--- src/rtl/m_root_move_scheduler_if.sv ---
// Evaluator-side bundle of the root move scheduler: request/column/snapshot out,
// done/score back. The scheduler owns the master side.
interface m_root_move_scheduler_if #(
  parameter int NUM_COLS = 7,
  parameter int ROWS     = 6,
  parameter int SCORE_W  = 16
);
  logic                        o_eval_start;
  logic [2:0]                  o_eval_col;
  logic [NUM_COLS*ROWS-1:0]    o_me_field;
  logic [NUM_COLS*ROWS-1:0]    o_op_field;
  logic [3*NUM_COLS-1:0]       o_piled_array;
  logic                        i_eval_done;
  logic signed [SCORE_W-1:0]   i_eval_score;

  modport master (
    output o_eval_start, o_eval_col, o_me_field, o_op_field, o_piled_array,
    input  i_eval_done, i_eval_score
  );

  modport slave (
    input  o_eval_start, o_eval_col, o_me_field, o_op_field, o_piled_array,
    output i_eval_done, i_eval_score
  );
endinterface

--- src/rtl/m_root_move_scheduler.sv ---
// Root move scheduler: snapshots the board, offers each legal column to the
// subtree evaluator in centre-out order and reports the best-scoring column.
module m_root_move_scheduler #(
  parameter int NUM_COLS = 7,
  parameter int ROWS     = 6,
  parameter int SCORE_W  = 16
) (
  input  logic                       w_clk,
  input  logic                       w_rst,
  input  logic                       i_start,
  input  logic                       i_abort,
  input  logic [NUM_COLS*ROWS-1:0]   i_me_field,
  input  logic [NUM_COLS*ROWS-1:0]   i_op_field,
  input  logic [3*NUM_COLS-1:0]      i_piled_array,
  m_root_move_scheduler_if.master    eval,
  output logic                       o_busy,
  output logic                       o_done,
  output logic [2:0]                 o_selected_col,
  output logic signed [SCORE_W-1:0]  o_best_score,
  output logic                       o_no_move
);

  typedef enum logic [1:0] {S_IDLE, S_SCAN, S_WAIT, S_DONE} state_t;

  localparam logic [2:0] ROWS_L   = 3'(ROWS);
  localparam logic [2:0] LAST_IDX = 3'(NUM_COLS - 1);
  localparam logic signed [SCORE_W-1:0] MOST_NEG = {1'b1, {(SCORE_W-1){1'b0}}};

  state_t state_q, state_d;

  logic [NUM_COLS*ROWS-1:0] me_q, op_q;
  logic [3*NUM_COLS-1:0]    piled_q;
  logic                     eval_start_q;
  logic [2:0]               eval_col_q;
  logic [2:0]               idx_q;
  logic                     found_q;
  logic signed [SCORE_W-1:0] best_q;
  logic [2:0]               best_col_q;
  logic [2:0]               sel_q;
  logic signed [SCORE_W-1:0] best_score_q;
  logic                     no_move_q;

  logic                     load, launch, advance, take, finish;
  logic [2:0]               scan_col, scan_cnt;
  logic                     scan_full;
  logic signed [SCORE_W-1:0] best_d;
  logic [2:0]               best_col_d;
  logic                     found_d;

  function automatic logic [2:0] order_col(input logic [2:0] idx);
    case (idx)
      3'd0:    order_col = 3'd3;
      3'd1:    order_col = 3'd2;
      3'd2:    order_col = 3'd4;
      3'd3:    order_col = 3'd1;
      3'd4:    order_col = 3'd5;
      3'd5:    order_col = 3'd0;
      3'd6:    order_col = 3'd6;
      default: order_col = 3'd0;
    endcase
  endfunction

  assign scan_col  = order_col(idx_q);
  assign scan_cnt  = piled_q[3*scan_col +: 3];
  assign scan_full = (scan_cnt >= ROWS_L);

  always_ff @(posedge w_clk or posedge w_rst) begin
    if (w_rst) state_q <= S_IDLE;
    else       state_q <= state_d;
  end

  // The result written at DONE entry must include the last evaluator answer,
  // so the best-so-far update is computed here and shared with the result path.
  always_comb begin
    state_d = state_q;
    load    = 1'b0;
    launch  = 1'b0;
    advance = 1'b0;
    take    = 1'b0;
    finish  = 1'b0;
    case (state_q)
      S_IDLE: begin
        if (i_start && !i_abort) begin
          state_d = S_SCAN;
          load    = 1'b1;
        end
      end
      S_SCAN: begin
        if (scan_full) begin
          advance = 1'b1;
          if (idx_q == LAST_IDX) begin
            state_d = S_DONE;
            finish  = 1'b1;
          end
        end else begin
          state_d = S_WAIT;
          launch  = 1'b1;
        end
      end
      S_WAIT: begin
        if (eval.i_eval_done && !eval_start_q) begin
          take    = !found_q || (eval.i_eval_score > best_q);
          advance = 1'b1;
          if (idx_q == LAST_IDX) begin
            state_d = S_DONE;
            finish  = 1'b1;
          end else begin
            state_d = S_SCAN;
          end
        end
      end
      S_DONE: state_d = S_IDLE;
      default: state_d = S_IDLE;
    endcase
    if (state_q != S_IDLE && i_abort) begin
      state_d = S_IDLE;
      launch  = 1'b0;
      advance = 1'b0;
      take    = 1'b0;
      finish  = 1'b0;
    end
    best_d     = take ? eval.i_eval_score : best_q;
    best_col_d = take ? eval_col_q : best_col_q;
    found_d    = found_q | take;
  end

  always_ff @(posedge w_clk or posedge w_rst) begin
    if (w_rst) begin
      me_q         <= '0;
      op_q         <= '0;
      piled_q      <= '0;
      eval_start_q <= 1'b0;
      eval_col_q   <= 3'd0;
      idx_q        <= 3'd0;
      found_q      <= 1'b0;
      best_q       <= '0;
      best_col_q   <= 3'd0;
      sel_q        <= 3'd0;
      best_score_q <= '0;
      no_move_q    <= 1'b0;
    end else begin
      eval_start_q <= launch;
      if (launch) eval_col_q <= scan_col;
      if (load) begin
        me_q       <= i_me_field;
        op_q       <= i_op_field;
        piled_q    <= i_piled_array;
        idx_q      <= 3'd0;
        found_q    <= 1'b0;
        best_q     <= '0;
        best_col_q <= 3'd0;
      end else begin
        if (advance) idx_q <= idx_q + 3'd1;
        best_q     <= best_d;
        best_col_q <= best_col_d;
        found_q    <= found_d;
      end
      if (finish) begin
        sel_q        <= found_d ? best_col_d : 3'd0;
        best_score_q <= found_d ? best_d : MOST_NEG;
        no_move_q    <= !found_d;
      end
    end
  end

  assign eval.o_eval_start  = eval_start_q;
  assign eval.o_eval_col    = eval_col_q;
  assign eval.o_me_field    = me_q;
  assign eval.o_op_field    = op_q;
  assign eval.o_piled_array = piled_q;

  assign o_busy         = (state_q != S_IDLE);
  assign o_done         = (state_q == S_DONE);
  assign o_selected_col = sel_q;
  assign o_best_score   = best_score_q;
  assign o_no_move      = no_move_q;

endmodule
--- src/flat_wrapper.sv ---
// flat-port wrapper written by rule: the top's interface ports become plain ports
module m_root_move_scheduler_flat 
#(
  parameter int NUM_COLS = 7,
  parameter int ROWS     = 6,
  parameter int SCORE_W  = 16
)
  (w_clk, w_rst, i_start, i_abort, i_me_field, i_op_field, i_piled_array, o_busy, o_done, o_selected_col, o_best_score, o_no_move, eval_o_eval_start, eval_o_eval_col, eval_o_me_field, eval_o_op_field, eval_o_piled_array, eval_i_eval_done, eval_i_eval_score);
  m_root_move_scheduler_if #(.NUM_COLS(NUM_COLS), .ROWS(ROWS), .SCORE_W(SCORE_W)) eval_i ();
  input  logic w_clk;
  input  logic w_rst;
  input  logic i_start;
  input  logic i_abort;
  input  logic [NUM_COLS*ROWS-1:0] i_me_field;
  input  logic [NUM_COLS*ROWS-1:0] i_op_field;
  input  logic [3*NUM_COLS-1:0] i_piled_array;
  output logic o_busy;
  output logic o_done;
  output logic [2:0] o_selected_col;
  output logic signed [SCORE_W-1:0] o_best_score;
  output logic o_no_move;
  output wire logic [$bits(eval_i.o_eval_start)-1:0] eval_o_eval_start;
  output wire logic [$bits(eval_i.o_eval_col)-1:0] eval_o_eval_col;
  output wire logic [$bits(eval_i.o_me_field)-1:0] eval_o_me_field;
  output wire logic [$bits(eval_i.o_op_field)-1:0] eval_o_op_field;
  output wire logic [$bits(eval_i.o_piled_array)-1:0] eval_o_piled_array;
  input wire logic [$bits(eval_i.i_eval_done)-1:0] eval_i_eval_done;
  input wire logic [$bits(eval_i.i_eval_score)-1:0] eval_i_eval_score;
  assign eval_o_eval_start = eval_i.o_eval_start;
  assign eval_o_eval_col = eval_i.o_eval_col;
  assign eval_o_me_field = eval_i.o_me_field;
  assign eval_o_op_field = eval_i.o_op_field;
  assign eval_o_piled_array = eval_i.o_piled_array;
  assign eval_i.i_eval_done = eval_i_eval_done;
  assign eval_i.i_eval_score = eval_i_eval_score;
  m_root_move_scheduler #(.NUM_COLS(NUM_COLS), .ROWS(ROWS), .SCORE_W(SCORE_W)) u_core (.w_clk(w_clk), .w_rst(w_rst), .i_start(i_start), .i_abort(i_abort), .i_me_field(i_me_field), .i_op_field(i_op_field), .i_piled_array(i_piled_array), .eval(eval_i), .o_busy(o_busy), .o_done(o_done), .o_selected_col(o_selected_col), .o_best_score(o_best_score), .o_no_move(o_no_move));
endmodule
--- config.mk ---
export PLATFORM = sky130hd
export DESIGN_NAME = m_root_move_scheduler_flat
export DESIGN_NICKNAME = d
export VERILOG_FILES = /design/src/rtl/m_root_move_scheduler_if.sv /design/src/rtl/m_root_move_scheduler.sv /design/src/flat_wrapper.sv
export SDC_FILE = /design/constraint.sdc
export NUM_CORES = 1
export LEC_CHECK = 0
export ABC_CLOCK_PERIOD_IN_PS = 10100
export CAP_MARGIN = 10
export CORE_MARGIN = 3
export CORE_UTILIZATION = 45
export CTS_CLUSTER_DIAMETER = 80
export DETAILED_ROUTE_END_ITERATION = 8
export GPL_ROUTABILITY_DRIVEN = 0
export PLACE_DENSITY = 0.82
export SYNTH_ARGS = -nofsm -noshare
export SYNTH_HDL_FRONTEND = slang
export SYNTH_SLANG_ARGS = --single-unit
--- constraint.sdc ---
create_clock -name w_clk -period 10.1 [get_ports w_clk]
set_clock_uncertainty 0.1 [all_clocks]
set_input_delay 2.525 -clock w_clk [delete_from_list [all_inputs] [get_ports w_clk]]
set_output_delay 2.525 -clock w_clk [all_outputs]
set_load 0.05 [all_outputs]
==> out/results.tsv, run 1 <==
metric	value	unit
proportion of synthesized chip area in sequential cells	0.584	
final number of setup-violating endpoints	0	
deepest level of the CTS H-tree	4	
total power of the final layout	3.69	mW
final net count	913	
Worst IR Drop VDD	235	uV
die outline area	16200	sq um
class of the most critical hold timing path	flip-flop to flip-flop	
First-pass DRT Iterations	4	
minimum period implied by the final worst setup slack	5450	ps
Worst EP arrival	5610	ps
peak clock frequency supported by timing	184	MHz
flip-flop and latch count after synthesis	154	
average via count per standard cell	5.18	
via count of the first global-routing pass	5570	
overall die height	127	um
TritonCTS clock tree	done	
synth warn	0	
synth-to-layout area growth	50.6	%
category of the most critical setup path	input pin to flip-flop	
Post-Synthesis Net Count	655	
number of flops mapped to enable cells by yosys	0	
# diodes	0	
initial core utilization	0.468	
final hold vios	0	
clock transition at the registers of the reported paths	60	ps
share of the clock period used by the worst path	0.539	
CTS resizes	0	
final number of max-transition violations	0	
I/O Buffers	256	
routed length on met1	6440	um
sum of routed wire length over all layers	18200	um
power density cells	371	nW/um^2
hpwl dp	13600	um
Register-to-Register Setup Slack	6810	ps
CTS sink count	154	
cell total after placement	923	
number of fill cells in the layout	977	
GRT overflow	0	
type of element capturing the critical path	flip-flop	
routed length on met3	1990	um
post-route worst setup slack	4650	ps
core region area	14100	sq um
maximum number of pins on one net before global-route repair	89	
fraction of synthesis flops using an asynchronous set or reset pin	1.00	
number of distinct library cells after synthesis	43	
average instance area after synthesis	13.1	sq um
per-cell routed wire length	19.0	um
tightest slew margin relative to the limit	0.436	
cts bufs inserted	17	
maximum clock path buffer count	2	
Clock Tree Root	clkbuf_16	
Hold-fix buffers, CTS	0	
Post-CTS Setup Repair Bufs	0	
Cells after Synth	504	
highest net fanout along the worst path	12	
Detail Route Antenna Nets	0	
number of top-level design ports	257	
Setup WS pre-CTS	4250	ps
P_leak	4.18	nW
commonest register cell after synthesis	dfrtp_1	
worst hold slack after final layout	385	ps
cell area after technology mapping	6600	sq um
die extent in x	127	um
DR top layer	met4	
layout cells sized above 1	0.191	
final routed DRC violation total	0	
drt first-iter violations	297	
required time at the worst-slack endpoint	10270	ps
Max Cap Viol	0	
unrepaired setup endpoints after global routing	no	
global-route wire length before repair	28800	um
number of antenna violations at the first check in global routing	0	
Core Rows	43	
aggregate negative setup slack	0	ps
measured slew at the worst slew-check pin	847	ps
latest clock arrival within the worst-skew pair	410	ps
total number of vias	4939	
Critical Path Start Type	input pin	
result of the run	completed	
final non-filler cell total	954	
met2 wire len	9320	um
total routing resource utilization after global routing	0.229	
-- through the flow --
stage          utilization  cell area, sq um
2_1_floorplan            -              6600
3_3_place_gp         0.661              9310
3_5_place_dp         0.661              9310
4_1_cts              0.705              9930
5_1_grt              0.705              9930
6_report             0.705              9930
-- cell usage in the layout, fill, tap and decap left out, drive strengths merged, types with 3 or more instances in the layout --
cell and count:
clkdlybuf4s50 256, dfrtp 154, mux2 109, nand2 34
nor2 28, inv 27, ha 25, clkbuf 24
o21ai 22, mux2i 19, a21oi 16, nand3 7
nor2b 5, nand4 5, bufinv 4, buf 4
a31oi 3, clkinv 3
-- cell usage after synthesis (3+ instances only) --
cell      count  area share
dfrtp_1     154        0.58
mux2_2      107        0.18
nand2_1      34       0.019
nor2_1       28       0.016
inv_1        27       0.015
ha_1         25       0.047
o21ai_1      20       0.015
mux2i_1      19       0.029
clkbuf_1     16      0.0091
a21oi_1      14       0.011
nand3_1       7      0.0053
nand4_1       5      0.0047
nor2b_1       5      0.0047
a31oi_1       3      0.0028
-- layer usage --
metal	GRT usage	vias to the layer above
li1	-	2271
met5	0	-
met3	0.111	30
met1	0.247	2436
met4	0.0852	0
met2	0.391	202
-- cell type report --
class	count	area (sq um)	area share
Inverter	27	106	0.0107
Timing Repair Buffer	260	2590	0.261
Tap cell	180	225	0.0227
Clock buffer	24	482	0.0485
Sequential cell	154	3850	0.388
Multi-Input combinational cell	302	2540	0.255
Clock inverter	7	139	0.0140
-- kinds of logic after synthesis --
kind of cell | synth area share
adder cells (fa/ha/maj) | 0.0474
AND/OR/NAND/NOR | 0.0609
buffers and inverters | 0.0319
flip-flops | 0.584
multiplexers | 0.218
AO/OA/AOI/OAI | 0.0575
-- flip-flops by register name, indices dropped and copies added, names as in the netlist --
| signal | cells |
|---|---|
| u_core.o_best_score | 16 |
| u_core.found_q | 1 |
| u_core.o_no_move | 1 |
| u_core.o_selected_col | 3 |
| u_core.eval.o_op_field | 42 |
| u_core.eval.o_eval_col | 3 |
| u_core.state_q | 2 |
| u_core.eval.o_piled_array | 21 |
| u_core.best_q | 16 |
| u_core.idx_q | 3 |
| u_core.best_col_q | 3 |
| u_core.eval.o_eval_start | 1 |
| u_core.eval.o_me_field | 42 |
-- report_power, final --
part | switching (mW) | internal [mW] | total, mW
Clock | 0.235 | 0.432 | 0.667
Sequential | 0.163 | 0.885 | 1.05
Combinational | 1.25 | 0.721 | 1.98
-- critical path, cell delays in order --
cell and delay, ps:
clkdlybuf4s50_1 450, ha_1 360, a21oi_2 150, o21ai_1 100, a221o_1 370, or4_1 400
nand3_1 540, buf_4 330, mux2i_1 280, o21ai_1 110
-- worst paths after layout --
kind	cells past startpoint	from	endpoint
max	10	eval_i_eval_score[11]	u_core.o_selected_col[0]
min	2	u_core.o_best_score[5]	u_core.o_best_score[5]
max reg2reg	9	u_core.state_q[0]	u_core.o_selected_col[0]
min reg2reg	2	u_core.o_best_score[5]	u_core.o_best_score[5]
max in group asynchronous	3	w_rst	u_core.best_q[9]
min in group asynchronous	2	w_rst	u_core.eval.o_me_field[32]
Note: power is estimated with default switching activity, not from simulation.
==> inputs of run 2 (changes only) <==
--- a/config.mk
+++ b/config.mk
@@ -5,14 +5,14 @@
 export SDC_FILE = /design/constraint.sdc
 export NUM_CORES = 1
 export LEC_CHECK = 0
-export ABC_CLOCK_PERIOD_IN_PS = 10100
+export ABC_CLOCK_PERIOD_IN_PS = 4680
 export CAP_MARGIN = 10
 export CORE_MARGIN = 3
-export CORE_UTILIZATION = 45
+export CORE_UTILIZATION = 40
 export CTS_CLUSTER_DIAMETER = 80
 export DETAILED_ROUTE_END_ITERATION = 8
 export GPL_ROUTABILITY_DRIVEN = 0
-export PLACE_DENSITY = 0.82
+export PLACE_DENSITY = 0.77
 export SYNTH_ARGS = -nofsm -noshare
 export SYNTH_HDL_FRONTEND = slang
 export SYNTH_SLANG_ARGS = --single-unit
==> constraint.sdc (replaced) <==
create_clock -name w_clk -period 4.68 [get_ports w_clk]
set_clock_uncertainty 0.1 [all_clocks]
set_input_delay 1.17 -clock w_clk [delete_from_list [all_inputs] [get_ports w_clk]]
set_output_delay 1.17 -clock w_clk [all_outputs]
set_load 0.05 [all_outputs]
==> run 2 against run 1 <==
  * Routed wire length is 1.2% higher
  * Sequential power is 120% higher
  * Largest cell class unchanged
  * Register-to-register slack worse by 5400 ps
  * Global-route usage fell by 2.2 points
  * Critical path type unchanged
  * Total power increased by 120%
  * Via count fell by 1.7%
  * Die area increased by 12%
  * Flip-flop and latch count is the same
  * Setup slack got worse by 3800 ps
==> out/results.tsv, run 2 (same netlist as run 1, synthesis figures left out) <==
metric	value	unit
result of the run	completed	
# diodes	0	
initial core utilization	0.412	
GRT overflow	0	
overall die height	134	um
final hold vios	0	
number of top-level design ports	257	
cts bufs inserted	17	
Worst EP arrival	3960	ps
CTS resizes	0	
sum of routed wire length over all layers	18400	um
global-route wire length before repair	28900	um
synth-to-layout area growth	51.9	%
Worst R2R Path Depth	9	
final net count	915	
core region area	16000	sq um
most common cell after layout, fill and taps aside	clkdlybuf4s50_1	
minimum period implied by the final worst setup slack	3790	ps
First-pass DRT Iterations	4	
final non-filler cell total	993	
tightest slew margin relative to the limit	0.358	
TritonCTS clock tree	done	
CTS sink count	154	
deepest level of the CTS H-tree	4	
Worst IR Drop VDD	487	uV
Core Rows	46	
layout cells sized above 1	0.199	
drt first-iter violations	156	
total number of vias	4853	
measured slew at the worst slew-check pin	961	ps
cell total after placement	961	
type of element capturing the critical path	flip-flop	
aggregate negative setup slack	0	ps
number of antenna violations at the first check in global routing	0	
I/O Buffers	256	
unrepaired setup endpoints after global routing	no	
library cell appearing most often on the critical path	o21ai_1	
worst path cell trace	clkdlybuf4s50_1 > ha_1 > a21oi_2 > o21ai_1 > a221o_1 > or4_1 > nand3_1 > buf_4 > mux2i_1 > o21ai_1	
Critical Path Start Type	input pin	
latest clock arrival within the worst-skew pair	410	ps
die extent in x	134	um
Hold-fix buffers, CTS	0	
cell with the largest stage delay on the worst path	clkdlybuf4s50_1	
final routed DRC violation total	0	
Detail Route Antenna Nets	0	
clock transition at the registers of the reported paths	60	ps
highest net fanout along the worst path	8	
maximum clock path buffer count	2	
Clock Tree Root	clkbuf_16	
per-cell routed wire length	18.5	um
count of cells along the worst hold path	2	
category of the most critical setup path	input pin to flip-flop	
share of the clock period used by the worst path	0.810	
peak clock frequency supported by timing	264	MHz
P_leak	4.18	nW
average via count per standard cell	4.89	
class of the most critical hold timing path	flip-flop to flip-flop	
maximum number of pins on one net before global-route repair	115	
power density cells	792	nW/um^2
required time at the worst-slack endpoint	4840	ps
most used cells in the layout excluding fill and tap cells	256 x clkdlybuf4s50_1, 154 x dfrtp_1, 107 x mux2_2	
Post-CTS Setup Repair Bufs	0	
final number of setup-violating endpoints	0	
via count of the first global-routing pass	5413	
final number of max-transition violations	0	
die outline area	18100	sq um
Max Cap Viol	0	
total routing resource utilization after global routing	0.207	
slowest stage delay, CP	440	ps
hpwl dp	13800	um
run 2: cell count changes in the layout (fill, tap and decap cells not counted):
| cell | change |
|---|---|
| o311ai_4 | +1 |
| buf_12 | +2 |
| bufinv_16 | -2 |
| inv_6 | +2 |
| clkbuf_1 | -4 |
| clkinv_4 | +1 |
| clkinvlp_4 | +5 |
| clkinv_2 | -2 |
| o311ai_2 | -1 |
| clkbuf_8 | +1 |
run 2: power breakdown:
part           total [mW]  leakage [nW]  switching [mW]  internal (mW)
clock network        1.41         0.289           0.556          0.849
logic                4.28          1.99            2.71           1.56
registers            2.26          1.90           0.350           1.91
run 2: worst max-delay path: cells and delay by family:
kind	cells	cell delay [ps]
AO/OA/AOI/OAI	4	690
adder cells (fa/ha/maj)	1	360
buffers and inverters	2	730
multiplexers	1	270
AND/OR/NAND/NOR	2	730
run 2: final timing paths:
| path | start | endpoint | slack, ps |
|---|---|---|---|
| setup / recovery | eval_i_eval_score[11] | u_core.o_best_score[5] | 890 |
| hold / removal | u_core.o_best_score[14] | u_core.o_best_score[14] | 390 |
| setup reg to reg | u_core.idx_q[0] | u_core.o_selected_col[0] | 1380 |
| hold reg to reg | u_core.o_best_score[14] | u_core.o_best_score[14] | 390 |
| max in group asynchronous | w_rst | u_core.eval.o_piled_array[13] | 2770 |
| min in group asynchronous | w_rst | u_core.eval.o_op_field[31] | 1150 |
run 2: area by class of cell:
| class | instances | area [sq um] |
|---|---|---|
| flip-flops and latches | 154 | 3850 |
| multi-input cells | 302 | 2550 |
| fillers | 1282 | 5980 |
| clock inverters | 11 | 134 |
| repair buffers | 262 | 2630 |
| clock buffers | 21 | 480 |
| well taps | 216 | 270 |
| inverters | 27 | 105 |
run 2: metal layers:
metal | vias up | global-route usage | share of wire
li1 | 2280 | - | -
met1 | 2367 | 0.223 | 0.36
met2 | 180 | 0.353 | 0.50
met3 | 26 | 0.107 | 0.12
met4 | 0 | 0.0696 | 0.022
met5 | - | 0 | 0
run 2: per-stage QoR:
| step | total power, mW | setup slack [ps] | cell area [sq um] | util | hold slack, ps |
|---|---|---|---|---|---|
| global placement | 6.47 | 644 | 9410 | 0.588 | 367 |
| CTS | 8.02 | 930 | 10000 | 0.626 | 395 |
| detailed placement | 6.56 | 512 | 9410 | 0.588 | 380 |
| global route | 8.34 | 770 | 10000 | 0.626 | 420 |
| finish | 7.94 | 887 | 10000 | 0.626 | 390 |
| floorplan | 5.05 | 1370 | 6600 | - | 381 |
